==> src/rtl/stopwatch_bcd_counter_pkg.sv <==
// Shared definitions for the stopwatch BCD counter: state encoding,
// BCD digit limits and default timing parameters.
package stopwatch_bcd_counter_pkg;

  typedef enum logic [1:0] {
    ST_IDLE  = 2'd0,
    ST_RUN   = 2'd1,
    ST_PAUSE = 2'd2
  } state_t;

  localparam logic [3:0] BCD_MAX_DEC      = 4'd9;
  localparam logic [3:0] BCD_MAX_SEC_TENS = 4'd5;

  // 100 MHz clk_sys -> 100 Hz hundredth-second tick
  localparam int unsigned DEF_TICK_DIV    = 1000000;
  localparam int unsigned DEF_SYNC_STAGES = 2;

endpackage

==> src/rtl/stopwatch_bcd_counter_digit.sv <==
// One BCD digit with a settable rollover value. The carry is combinational
// so a chain of these ripples an increment through in the same cycle.
module bcd_digit_counter #(
  parameter logic [3:0] MAX = 4'd9
) (
  input  logic       clk,
  input  logic       rst,
  input  logic       clr,
  input  logic       inc,
  output logic [3:0] q,
  output logic       carry
);

  logic [3:0] r_q;

  assign carry = inc && (r_q == MAX);
  assign q     = r_q;

  // Digit register: clear wins over increment, rolls MAX -> 0.
  always_ff @(posedge clk or negedge rst) begin
    if (!rst) begin
      r_q <= 4'd0;
    end else if (clr) begin
      r_q <= 4'd0;
    end else if (inc) begin
      r_q <= (r_q == MAX) ? 4'd0 : r_q + 4'd1;
    end
  end

endmodule

==> src/rtl/stopwatch_bcd_counter.sv <==
// Stopwatch core: button synchronisers and edge detectors, IDLE/RUN/PAUSE
// control, hundredth-second prescaler, 00.00..59.99 BCD count and lap freeze.
//
//  state    | meaning
//  ---------+---------------------------------------------------------
//  ST_IDLE  | cleared, count 00.00, prescaler held at 0
//  ST_RUN   | prescaler running, count advances on each tick
//  ST_PAUSE | count and prescaler phase held, resume continues period
module stopwatch_bcd_counter
  import stopwatch_bcd_counter_pkg::*;
#(
  parameter int unsigned TICK_DIV    = DEF_TICK_DIV,
  parameter int unsigned SYNC_STAGES = DEF_SYNC_STAGES
) (
  input  logic       clk,
  input  logic       rst,
  input  logic       btn_start_stop,
  input  logic       btn_clear,
  input  logic       btn_lap,
  output logic [3:0] digit_0,
  output logic [3:0] digit_1,
  output logic [3:0] digit_2,
  output logic [3:0] digit_3,
  output logic       running,
  output logic       lap_active,
  output logic       wrap
);

  localparam int unsigned         PW         = (TICK_DIV > 2) ? $clog2(TICK_DIV) : 1;
  localparam logic [PW-1:0]       PRESC_LAST = PW'(TICK_DIV - 1);

  // Button bit order throughout: {lap, clear, start_stop}
  logic [2:0]                    w_btn;
  logic [SYNC_STAGES-1:0][2:0]   r_sync;
  logic [2:0]                    r_sync_prev;
  logic [2:0]                    r_evt;

  logic                          w_evt_ss;
  logic                          w_evt_clr;
  logic                          w_evt_lap;

  state_t                        r_state;
  state_t                        w_state_nxt;
  logic                          w_run;
  logic                          w_tick;

  logic [PW-1:0]                 r_presc;

  logic [3:0]                    w_inc;
  logic [3:0]                    w_carry;
  logic [3:0]                    w_q0, w_q1, w_q2, w_q3;
  logic [15:0]                   w_count;

  logic                          r_lap_active;
  logic [15:0]                   r_lap;
  logic                          r_wrap;

  assign w_btn = {btn_lap, btn_clear, btn_start_stop};

  // Synchronise each button and register a one-cycle rising-edge event.
  always_ff @(posedge clk or negedge rst) begin
    if (!rst) begin
      r_sync      <= '0;
      r_sync_prev <= 3'b000;
      r_evt       <= 3'b000;
    end else begin
      r_sync      <= {r_sync[SYNC_STAGES-2:0], w_btn};
      r_sync_prev <= r_sync[SYNC_STAGES-1];
      r_evt       <= r_sync[SYNC_STAGES-1] & ~r_sync_prev;
    end
  end

  // Priority clear > start_stop > lap; losers in the same cycle are dropped.
  assign w_evt_clr = r_evt[1];
  assign w_evt_ss  = r_evt[0] && !w_evt_clr;
  assign w_evt_lap = r_evt[2] && !w_evt_clr && !r_evt[0];

  // State register.
  always_ff @(posedge clk or negedge rst) begin
    if (!rst) begin
      r_state <= ST_IDLE;
    end else begin
      r_state <= w_state_nxt;
    end
  end

  // Next-state logic and tick decode.
  always_comb begin
    w_state_nxt = r_state;
    w_run       = (r_state == ST_RUN);
    w_tick      = w_run && (r_presc == PRESC_LAST);
    if (w_evt_clr) begin
      w_state_nxt = ST_IDLE;
    end else if (w_evt_ss) begin
      unique case (r_state)
        ST_IDLE:  w_state_nxt = ST_RUN;
        ST_RUN:   w_state_nxt = ST_PAUSE;
        ST_PAUSE: w_state_nxt = ST_RUN;
        default:  w_state_nxt = ST_IDLE;
      endcase
    end
  end

  // Prescaler: runs only in RUN, keeps its phase through PAUSE.
  always_ff @(posedge clk or negedge rst) begin
    if (!rst) begin
      r_presc <= '0;
    end else if (w_evt_clr || (r_state == ST_IDLE)) begin
      r_presc <= '0;
    end else if (w_run) begin
      r_presc <= w_tick ? '0 : r_presc + PW'(1);
    end
  end

  // A tick in the same cycle as start_stop still counts; clear beats it.
  assign w_inc = {w_carry[2], w_carry[1], w_carry[0], w_tick && !w_evt_clr};

  bcd_digit_counter #(.MAX(BCD_MAX_DEC)) u_hund_ones (
    .clk(clk), .rst(rst), .clr(w_evt_clr), .inc(w_inc[0]), .q(w_q0), .carry(w_carry[0])
  );
  bcd_digit_counter #(.MAX(BCD_MAX_DEC)) u_hund_tens (
    .clk(clk), .rst(rst), .clr(w_evt_clr), .inc(w_inc[1]), .q(w_q1), .carry(w_carry[1])
  );
  bcd_digit_counter #(.MAX(BCD_MAX_DEC)) u_sec_ones (
    .clk(clk), .rst(rst), .clr(w_evt_clr), .inc(w_inc[2]), .q(w_q2), .carry(w_carry[2])
  );
  bcd_digit_counter #(.MAX(BCD_MAX_SEC_TENS)) u_sec_tens (
    .clk(clk), .rst(rst), .clr(w_evt_clr), .inc(w_inc[3]), .q(w_q3), .carry(w_carry[3])
  );

  assign w_count = {w_q3, w_q2, w_q1, w_q0};

  // Wrap pulse lands on the same edge as the 59.99 -> 00.00 rollover.
  always_ff @(posedge clk or negedge rst) begin
    if (!rst) begin
      r_wrap <= 1'b0;
    end else begin
      r_wrap <= w_carry[3];
    end
  end

  // Lap freeze: capture the pre-tick count when lap mode is entered.
  always_ff @(posedge clk or negedge rst) begin
    if (!rst) begin
      r_lap_active <= 1'b0;
      r_lap        <= 16'h0000;
    end else if (w_evt_clr) begin
      r_lap_active <= 1'b0;
      r_lap        <= 16'h0000;
    end else if (w_evt_lap) begin
      if (r_state == ST_RUN) begin
        r_lap_active <= !r_lap_active;
        if (!r_lap_active) begin
          r_lap <= w_count;
        end
      end else if ((r_state == ST_PAUSE) && r_lap_active) begin
        r_lap_active <= 1'b0;
      end
    end
  end

  assign {digit_3, digit_2, digit_1, digit_0} = r_lap_active ? r_lap : w_count;
  assign running    = w_run;
  assign lap_active = r_lap_active;
  assign wrap       = r_wrap;

endmodule

==> config.mk <==
export PLATFORM = sky130hd
export DESIGN_NAME = stopwatch_bcd_counter
export DESIGN_NICKNAME = d
export VERILOG_FILES = /design/src/rtl/stopwatch_bcd_counter_pkg.sv /design/src/rtl/stopwatch_bcd_counter_digit.sv /design/src/rtl/stopwatch_bcd_counter.sv
export SDC_FILE = /design/constraint.sdc
export NUM_CORES = 1
export LEC_CHECK = 0
export CORE_AREA = 3 3 85 87
export DETAILED_ROUTE_END_ITERATION = 10
export DIE_AREA = 0 0 88 90
export PLACE_DENSITY_LB_ADDON = 0.1
export SETUP_SLACK_MARGIN = 0.15
export SKIP_CTS_REPAIR_TIMING = 1
export SYNTH_ARGS = -nofsm -noshare
export SYNTH_HDL_FRONTEND = slang
export SYNTH_SLANG_ARGS = --single-unit
export TNS_END_PERCENT = 30
==> constraint.sdc <==
create_clock -name clk -period 2.11 [get_ports clk]
set_clock_uncertainty 0.15 [all_clocks]
set_input_delay 0.3165 -clock clk [delete_from_list [all_inputs] [get_ports clk]]
set_output_delay 0.3165 -clock clk [all_outputs]
set_load 0.1 [all_outputs]
==> results.cfg <==
[hold_path]
worstHoldStart = r_sync[0]
hp-class = flip-flop to flip-flop

[critical_path]
cp-start-kind = flip-flop
r2r_end = u_sec_ones.q[2]
worst-setup-path-type = flip-flop to flip-flop
worstPathMaxFanout = 7
critPathRequiredTime_ns = 2.24
critical_path_arrival_ns = 2.14
rr_worst_depth = 6
worstSetupStartpoint = r_presc[7]
slowest_delay_ns = 0.49
path_cells = nor4bb_2, and4b_1, buf_6, nand3_4, or4_4, a21oi_2
crit_end = u_sec_ones.q[2]
rrSetupSlack_ns = 0.09
r2r-start = r_presc[7]
crit_slowest_cell = or4_4
endpoint_kind = flip-flop

[timing]
tightestPinTransition_ns = 0.704
fin_ws_ns = 0.0904
period_share = 0.957
hold_viol = 0
relSlewSlack = 0.530
setup_violations = 0
period_needed_ns = 2.02
max_freq_ghz = 0.495
slew_viol_final = 0
rsz0062_at_grt = true

[yosys]
netlist_top_cells_area = dfrtp_1, a32o_1, mux2_2
synth.distinct_cells = 54
synth.net_count = 335
syn_area_per_cell_sq_um = 10.7
synth_area_sq_mm = 0.00344
ys_ff_latch = 68
yosysTopAreaCell = dfrtp_1
ys_seq_area_frac = 0.495
netlist_top_cells_count = dfrtp_1, a31oi_1, nand2_1
synth_ff_type = dfrtp_1
synthCells = 323
synth_edf_count = 0
synthMostInstantiatedCell = dfrtp_1
synthArstFlopShare = 1.00
ys_warn_count = 0
synth_top_area_frac = 0.495

[global_routing]
grt.total_usage = 0.198
grt_pass1_vias = 2676
grt_first_pass_wirelength_um = 12700
overflow = 0
antenna_found_initial = 0
grt_max_degree = 69

[pwr]
comb_power_share = 0.154
power_frac_clock = 0.435
p_int_uw = 2440
netSwitchingFraction = 0.259
p_sw_uw = 854
ir_drop_v = 0.000581
p_per_area_mw_per_mm2 = 701
seqPwrFrac = 0.412
p_leak_uw = 0.00210

[floorplanning]
dieHeight_um = 90
ioPinCount = 24
initial_utilization = 0.536
coreArea_sq_mm = 0.00642
die_x_um = 88
dieArea_sq_mm = 0.00792
rows = 29

[placed_design]
post-place-ws_ns = -0.00236
dpl_cell_area_sq_mm = 0.00415
portBuffers = 23
hpwl_um = 4800
gp_congestion = 0.783

[final_layout]
postLayoutCellArea_sq_mm = 0.00470
drive_above_1_share = 0.340
fin_nets = 389
n_antenna_cell = 0
fin_util = 0.732
fill_cells = 420
area_growth_pct = 36.7

[routing]
ant_nets = 0
via_per_inst = 6.19
first_iter_violations = 167
routedWlPerCell_um = 17.0
drt-total-wl_um = 7780
via_count = 2842
first_pass_iters = 4
drc = 0

[clock_tree]
root_buffer = clkbuf_8
htree_levels = 3
cts_tree = done
clk_latency_ns = 0.34
clkTransAtPathRegs_ns = 0.08
clk_path_buf_depth = 2
numCtsBuffers = 9
cts_sinks = 68

[job]
maxCapViolCount = 0

[outcome]
outcome = complete, no violations
[metal layers]
layer  up-vias  track usage  share of wire
li1       1339            -              -
met4         0       0.0678          0.020
met1      1420        0.278           0.45
met3        16       0.0302          0.028
met5         -            0              0
met2        67        0.312           0.50
[worst min path at each step]
stage	slack, ns	cells after the start	to
2_1_floorplan	-0.13	0	r_evt[0]
3_3_place_gp	0.19	0	r_sync[5]
3_5_place_dp	0.19	0	r_sync[3]
4_1_cts	-0.15	2	r_lap[5]
5_1_grt	0.21	0	r_sync[3]
6_report	0.21	0	r_sync[3]
[final cells by class]
class | count | area, sq um | area share
Timing Repair Buffer | 62 | 779 | 0.166
Inverter | 6 | 26.3 | 0.00559
Multi-Input combinational cell | 230 | 1830 | 0.388
Tap cell | 77 | 96.3 | 0.0205
Sequential cell | 68 | 1710 | 0.363
Clock buffer | 9 | 124 | 0.0263
Clock inverter | 7 | 146 | 0.0311
[cells in the final DEF, fill, tap and decap left out, types with 4 or more instances in the layout]
cell type	count
dfrtp_1	67
buf_4	29
nand2_1	23
a31oi_1	23
buf_12	23
a32o_1	17
nor2_1	15
mux2_4	12
nand3_1	12
and3_1	12
nand3b_1	11
nor2b_1	9
clkbuf_8	9
a21oi_2	6
o21ai_0	5
or3_1	5
nand4_1	5
a21oi_1	5
ha_1	5
buf_6	5
inv_1	4
nor3_1	4
mux2i_1	4
bufinv_16	4
[critical path, delay by kind of cell, from the launching register on]
family                 cells  cell delay, ns
AND/OR/NAND/NOR            4            1.13
flip-flops                 1            0.40
AO/OA/AOI/OAI              1            0.12
buffers and inverters      1            0.15
[cell families after synthesis]
logic type	synth area share
buf+inv	0.0364
simple gates	0.215
compound gates	0.163
fa+ha+maj	0.0255
mux	0.0607
flops	0.495
xor+xnor	0.00509
[power by group through the flow]
| stage | logic, uW | clock network, uW | registers (uW) |
|---|---|---|---|
| 2_1_floorplan | 258 | 0 | 1410 |
| 3_3_place_gp | 399 | 0 | 1410 |
| 3_5_place_dp | 403 | 0 | 1410 |
| 4_1_cts | 405 | 1460 | 1380 |
| 5_1_grt | 545 | 1510 | 1360 |
| 6_report | 507 | 1430 | 1360 |
[sequential cells by signal, summed over array words and instances, names as in the netlist, 2 cells and up]
name and cells:
r_state 2, u_hund_ones.q 4, r_lap 16, r_evt 3, r_presc 20, r_sync_prev 3, r_sync 6, u_sec_ones.q 4
u_sec_tens.q 4, u_hund_tens.q 4
[stage by stage]
stage	instances	hold WS (ns)	total power, uW	TNS (ns)
2_1_floorplan	323	-0.129	1660	0
3_3_place_gp	431	0.186	1810	0
3_5_place_dp	431	0.191	1810	-0.00236
4_1_cts	447	-0.155	3250	-0.0206
5_1_grt	459	0.212	3420	-0.0165
6_report	459	0.206	3300	0
No activity file was read; power rests on OpenSTA's default activity.
